[src/rtl/detector_pkg.sv]
// rtl/detector_pkg.sv - shared state encoding and width helper for the first-arrival detector
package detector_pkg;

  typedef enum logic [1:0] {
    ARMED   = 2'd0,
    COLLECT = 2'd1,
    LOCKED  = 2'd2
  } det_state_e;

  // Index width that never collapses to zero bits for tiny channel counts.
  function automatic int idx_width(input int n);
    return (n <= 2) ? 1 : $clog2(n);
  endfunction

endpackage

[src/rtl/prio_enc_lsb.sv]
// rtl/prio_enc_lsb.sv - combinational lowest-set-bit encoder
module prio_enc_lsb
  import detector_pkg::*;
#(
  parameter int N_CH = 8
) (
  input  logic [N_CH-1:0]              vec,
  output logic [idx_width(N_CH)-1:0]   first_idx,
  output logic                         found
);

  localparam int IDX_W = idx_width(N_CH);

  // Scan from the top down so the lowest set bit is the last one written.
  always_comb begin
    first_idx = '0;
    found     = 1'b0;
    for (int i = N_CH - 1; i >= 0; i--) begin
      if (vec[i]) begin
        first_idx = IDX_W'(i);
        found     = 1'b1;
      end
    end
  end

endmodule

[src/rtl/multi_first_detector.sv]
// rtl/multi_first_detector.sv - N-channel first-arrival detector with coincidence window and timestamp
module multi_first_detector
  import detector_pkg::*;
#(
  parameter int N_CH      = 8,
  parameter int TS_W      = 16,
  parameter int WINDOW    = 0,
  parameter int EDGE_MODE = 0
) (
  input  logic                       clk,
  input  logic                       rst,
  input  logic [N_CH-1:0]            sig,
  input  logic                       ack,
  output logic [N_CH-1:0]            y,
  output logic [idx_width(N_CH)-1:0] first_idx,
  output logic [TS_W-1:0]            ts,
  output logic                       valid,
  output logic                       armed
);

  localparam int IDX_W = idx_width(N_CH);
  localparam int WIN_W = idx_width(WINDOW + 1);
  localparam logic [WIN_W-1:0] WIN_INIT = WIN_W'(WINDOW);
  localparam logic [TS_W-1:0]  TS_MAX   = '1;

  det_state_e       state_q, state_d;
  logic [N_CH-1:0]  sig_q;
  logic [N_CH-1:0]  det;
  logic [N_CH-1:0]  y_q, y_d;
  logic [IDX_W-1:0] idx_q, idx_d;
  logic [TS_W-1:0]  ts_q, ts_d;
  logic [TS_W-1:0]  ts_cnt_q, ts_cnt_d;
  logic [WIN_W-1:0] win_q, win_d;
  logic [IDX_W-1:0] enc_idx;
  logic             det_any;

  assign det = (EDGE_MODE != 0) ? (sig & ~sig_q) : sig;

  prio_enc_lsb #(
    .N_CH (N_CH)
  ) u_prio_enc (
    .vec       (det),
    .first_idx (enc_idx),
    .found     (det_any)
  );

  always_ff @(posedge clk) begin
    if (!rst) begin
      state_q  <= ARMED;
      sig_q    <= '0;
      y_q      <= '0;
      idx_q    <= '0;
      ts_q     <= '0;
      ts_cnt_q <= '0;
      win_q    <= '0;
    end else begin
      state_q  <= state_d;
      sig_q    <= sig;
      y_q      <= y_d;
      idx_q    <= idx_d;
      ts_q     <= ts_d;
      ts_cnt_q <= ts_cnt_d;
      win_q    <= win_d;
    end
  end

  always_comb begin
    state_d  = state_q;
    y_d      = y_q;
    idx_d    = idx_q;
    ts_d     = ts_q;
    ts_cnt_d = ts_cnt_q;
    win_d    = win_q;
    unique case (state_q)
      ARMED: begin
        if (ts_cnt_q != TS_MAX) ts_cnt_d = ts_cnt_q + 1'b1;
        if (det_any) begin
          y_d   = det;
          idx_d = enc_idx;
          ts_d  = ts_cnt_q;
          if (WINDOW == 0) begin
            state_d = LOCKED;
          end else begin
            state_d = COLLECT;
            win_d   = WIN_INIT;
          end
        end
      end
      COLLECT: begin
        // The cycle with win_cnt at 1 still merges before locking.
        y_d   = y_q | det;
        win_d = win_q - 1'b1;
        if (win_q <= WIN_W'(1)) state_d = LOCKED;
      end
      LOCKED: begin
        if (ack) begin
          state_d  = ARMED;
          y_d      = '0;
          idx_d    = '0;
          ts_d     = '0;
          ts_cnt_d = '0;
        end
      end
      default: state_d = ARMED;
    endcase
  end

  assign y         = y_q;
  assign first_idx = idx_q;
  assign ts        = ts_q;
  assign valid     = (state_q == LOCKED);
  assign armed     = (state_q == ARMED);

endmodule

[config.mk]
export PLATFORM = sky130hd
export DESIGN_NAME = multi_first_detector
export DESIGN_NICKNAME = d
export VERILOG_FILES = /design/src/rtl/detector_pkg.sv /design/src/rtl/prio_enc_lsb.sv /design/src/rtl/multi_first_detector.sv
export SDC_FILE = /design/constraint.sdc
export NUM_CORES = 1
export LEC_CHECK = 0
export CAP_MARGIN = 30
export CORE_UTILIZATION = 50
export CTS_CLUSTER_SIZE = 16
export DETAILED_ROUTE_END_ITERATION = 10
export PLACE_DENSITY = 0.79
export SLEW_MARGIN = 20
export SYNTH_ARGS = -nofsm -noshare
export SYNTH_HDL_FRONTEND = slang
export SYNTH_SLANG_ARGS = --single-unit
[constraint.sdc]
create_clock -name clk -period 2.4 [get_ports clk]
set_input_delay 0.6 -clock clk [delete_from_list [all_inputs] [get_ports clk]]
set_output_delay 0.6 -clock clk [all_outputs]
set_load 0.02 [all_outputs]
* After elaboration in Yosys (flattened, before gate mapping) *
Index checks and enable logic that the tools add are counted.

storage, ports and cells
  flip-flop bits (word level) = 46
  bits in latches = 0
  RAM bits = 0
  bits in read-only memories = 0
  bits of input ports = 11
  memories = 0

operators by class
  $add $sub $neg = 2
  multipliers = 0
  div/mod/pow operators = 0
  magnitude comparators = 1
  equality and inequality tests = 7
  shift operators = 0
  multiplexer cells = 31
  bitwise gates (word level) = 1
  reductions and logical operators = 7

operator list
  kind                                                   count
  one-hot mux 16 bit (2 select lines)                    2
  2-to-1 mux 16 bit                                      3
  2-to-1 mux 3 bit                                       10
  one-hot mux 8 bit (3 select lines)                     1
  adder 16 x 1 -> 16 bit, second input constant          1
  2-to-1 mux 8 bit                                       2
  != test 16 bit, second input constant                  1
  AND reduction 3 bit                                    4
  2-to-1 mux 1 bit                                       8
  bitwise OR 8 bit                                       1
  2-to-1 mux 2 bit                                       3
  one-hot mux 2 bit (3 select lines)                     1
  one-hot mux 3 bit (2 select lines)                     1
  != test 2 x 1 -> 1 bit, second input constant          2
  != test 2 bit, second input constant                   2
  nonzero test 3 bit                                     1
  == test 2 x 1 -> 1 bit, second input constant          1
  == test 2 bit, second input constant                   1
  logical NOT 2 bit                                      1
  nonzero test 2 bit                                     1
  less-or-equal comparator 1 bit, second input constant  1
  subtractor 1 bit, second input constant                1

* Longest topological paths before layout *
Gate-level depths: netlist (run 1).

  word-level depth = 10
  gate-level depth with buffers = 6
  mapped depth without buffers = 5

* Modules after synthesis *
A second synthesis (run 1) with hierarchy kept.

unflattened totals
  cells, all modules = 228
  area total of the unflattened synthesis = 2,073.2 µm²

by module, submodules not included
  module                times used  cells each  area an instance (µm²)  sequential area each (µm²)
  multi_first_detector  1           215         1,993.2                 880.8
  prio_enc_lsb          1           13          80.1                    0.0

* Least setup slack after synthesis (run 1) *
Ideal clock, no wire load.

  path kind = input to register
  start point = input port sig[2]
  end point = register ts_q[4], in the netlist ts[4]
  setup time = 62 ps
  data arrival time = 1,952 ps
  data required time = 2,338 ps
  setup slack = 387 ps
  cell stages on the path = 6
  buffers on the path = 2
  path through = or4_1 -> o31ai_1 -> and2_1 -> buf_4 -> buf_6 -> a22o_1

on the way
  cells in the longest elaborated chain, start to end = 5

ends and longest elaborated chain
  element                                  line                        text
  from (decl)                              multi_first_detector.sv:12  input logic [N_CH-1:0] sig,
  2-to-1 mux 1 bit (3 in series)           prio_enc_lsb.sv:19          if (vec[i]) begin
  != test 2 x 1 -> 1 bit (no source line)  -
  AND reduction 3 bit (no source line)     -
  to (signal assigned)                     multi_first_detector.sv:61  ts_q <= ts_d;
  to (decl)                                multi_first_detector.sv:31  logic [TS_W-1:0] ts_q, ts_d;

Every way passes these cells.
A chain may end at the register's enable or synchronous reset.

* Worst setup path in the final report (run 1) *
  start point = input port sig[2]
  end point = register ts_q[9], in the netlist ts[9]

The elaborated chain is that of the path after synthesis.

==> summary.txt, run 1 <==
Synthesis
  – Synth Area in XOR/XNOR: 0
  – Distinct cells, synth: 42
  – Compound-cell area share of the yosys netlist: 0.2473
  – Syn nets: 215
  – Main combinational cell family by area after synthesis: compound AO/OA/AOI/OAI gates
  – Synth Cell Area: 1887 um^2
  – Synth Area in Simple Gates: 0.2221
  – Synth Register Bits: 44
  – Primary FF master, synth: dfxtp_1
  – Syn Inst Count: 203
  – EDFF count, synth: 0
  – Mux cell area share after synthesis: 0.01061
  – Ys Warns: 0
  – Mean Syn Cell Area: 9.295 um^2
  – Synth Area in Adders: 0.006631
  – Seq/Total Area, Yosys: 0.4668
  – FFs w/ async S/R, synth: 0

Drt
  – Highest Signal Layer: met4
  – DRC Markers: 0
  – Routed WL: 4.524 mm
  – Met3 routed WL: 292 um
  – DR vias/cell: 5.977
  – ANT nets after route: 0
  – WL per Instance: 14.83 um
  – M1 WL: 2.070 mm
  – DR iter-0 viols: 164
  – Vias post-DR: 1823
  – Drt pass-1 iters: 4
  – WL met2: 2.079 mm

Critical path
  – Worst EP arrival: 2.50 ns
  – CP Capture Type: flop
  – Crit-path cells: clkdlybuf4s50_1 > or4_1 > o31ai_2 > and2_1 > buf_12 > a22o_1
  – CP top delay family: simple AND/OR/NAND/NOR gates
  – Number of buffers and inverters on the critical path: 2
  – WP data required: 2.64 ns
  – Worst reg2reg path depth: 4
  – Critical-path top delay cell: or4_1
  – Crit path kind: in -> reg
  – Setup crit start kind: input pin
  – Crit Path Max Fanout: 22
  – Worst path max stage delay: 0.60 ns
  – CP Depth: 6

Outcome
  – Status: finished, final reports clean

Flow run
  – Max_cap viols: 0

CTS
  – Clk sinks: 44
  – H-tree levels: 2
  – CTS clk-pin slew, worst paths: 0.07 ns
  – Root Buffer Master: clkbuf_8
  – Later-pin clock latency in the skew report: 0.29 ns
  – Max Buffers Root-to-Sink: 2
  – CTS tree: built
  – CTS buffer count: 5

Floorplan
  – I/O pins: 40
  – Die height: 63.43 um
  – Die area: 4023 um^2
  – Initial Utilization: 0.5440
  – Die width: 63.43 um
  – FP Rows: 21
  – Core area: 3468 um^2

STA
  – Final min period: 2.265 ns
  – Tightest Pin Transition: 0.6902 ns
  – Fmax: 0.4415 GHz
  – Hold Slack: 0.4770 ns
  – Fin crit share: 0.9438
  – Clock skew: 0.007071 ns
  – Fin. max-slew vios: 0
  – Final setup vio count: 0
  – Worst slew margin: 0.5357
  – Final Hold Vio Count: 0
  – Final WS setup: 0.1349 ns
  – RSZ-0062 raised after global routing: false

Placed design
  – Final HPWL DP: 3.287 mm
  – Port bufs: 39
  – Setup WS pre-CTS: -0.1799 ns
  – Routability cong.: 0.8888

Global routing
  – Global-route wire length before repair: 7.327 mm
  – Remaining Overflow, GRT: 0
  – Largest net degree at the start of global routing: 23
  – Vias in the first global route: 1574
  – Initial antenna violation count: 0
  – GRT Util Overall: 0.2323

Final layout
  – Most frequent cells in the layout: dfxtp_1, clkdlybuf4s50_1, a22o_1
  – Final nets: 271
  – Layout Utilization: 0.7298
  – ANT cells: 0
  – Commonest non-fill, non-tap cell in the layout: dfxtp_1
  – Layout cell share with drive strength beyond 1: 0.1197
  – Area Overhead vs Synth: 34.15%

Pwr
  – Total power: 1.364 mW
  – PD cells: 539.0 nW/um^2
  – Maximum vdd ir drop: 364.9 uV
  – Leakage: 0.8871 nW

Min path
  – Hold Path Cell Cnt: 1
  – Hold Crit Class: reg -> reg
[worst reg2reg max path, cell delays in order, from the launching register on]
cell	delay (ns)
dfxtp_1	0.43
nor2b_1	0.20
or4_1	0.57
or4_1	0.54
a21oi_1	0.17
[cells in the mapped netlist, types with 6 or more instances]
library cell  instances  area share
a21oi_1              12       0.032
a22o_1               25        0.12
dfxtp_1              44        0.47
inv_1                 7       0.014
nand2_1              15       0.030
nand4_1               6       0.020
nor2_1               13       0.026
nor3_1                6       0.016
nor4_1                6       0.020
or4_1                 6       0.024
[logic make-up after synthesis]
kind of cell / after synthesis
simple gates: 76
fa+ha+maj: 1
flops: 44
mux: 2
buf+inv: 18
compound gates: 62
[final timing paths]
kind               from           end  slack, ns
max              sig[2]         ts[9]       0.13
min                y[2]          y[2]       0.48
max reg2reg  state_q[1]  ts_cnt_q[11]       0.42
min reg2reg        y[2]          y[2]       0.48
[through the flow]
step                setup TNS [ns]  area [um^2]  cells
floorplan                        0         1887    203
global route                     0         2531    305
global placement            -2.859         2449    298
finish                           0         2531    305
detailed placement          -4.070         2449    298
CTS                              0         2526    305
[timing repair]
action / CTS / global route
buffers inserted: 0 / 0
endpoints found under the setup margin: 0 / 22
hold buffers: 0 / 0
resized for setup: 0 / 1
[metal layers]
layer,GRT usage,vias up
met5,0,-
met4,0.09659,0
met3,0.05616,12
met2,0.3524,81
met1,0.3130,832
li1,-,898
[cell type report]
cell class / count / area, um^2
inverter: 9 / 33.78
clock inverter: 1 / 5.005
fill: 260 / 937.1
clock buffer: 6 / 72.57
multi-input combinational: 141 / 923.4
timing repair buffer: 58 / 558.0
tap: 46 / 57.56
sequential: 44 / 880.8
[state kept, by name (all words and copies together), names as in the netlist]
| name | cells |
|---|---|
| y | 8 |
| state_q | 1 |
| ts_cnt_q | 16 |
| first_idx | 3 |
| ts | 16 |
[where the power goes]
part	internal (mW)	leakage (nW)	switching (mW)
sequential	0.749	0.357	0.0187
combinational	0.0874	0.489	0.0831
clock	0.198	0.0410	0.229
total	1.03	0.887	0.330
(Power assumes the default switching activity.)
==> run 2: changes to the inputs <==
- ABC_CLOCK_PERIOD_IN_PS: default -> 2400
- TNS_END_PERCENT: default -> 1
==> results of run 2 <==
The final DEF is identical to that of run 1; final timing and power are the same.
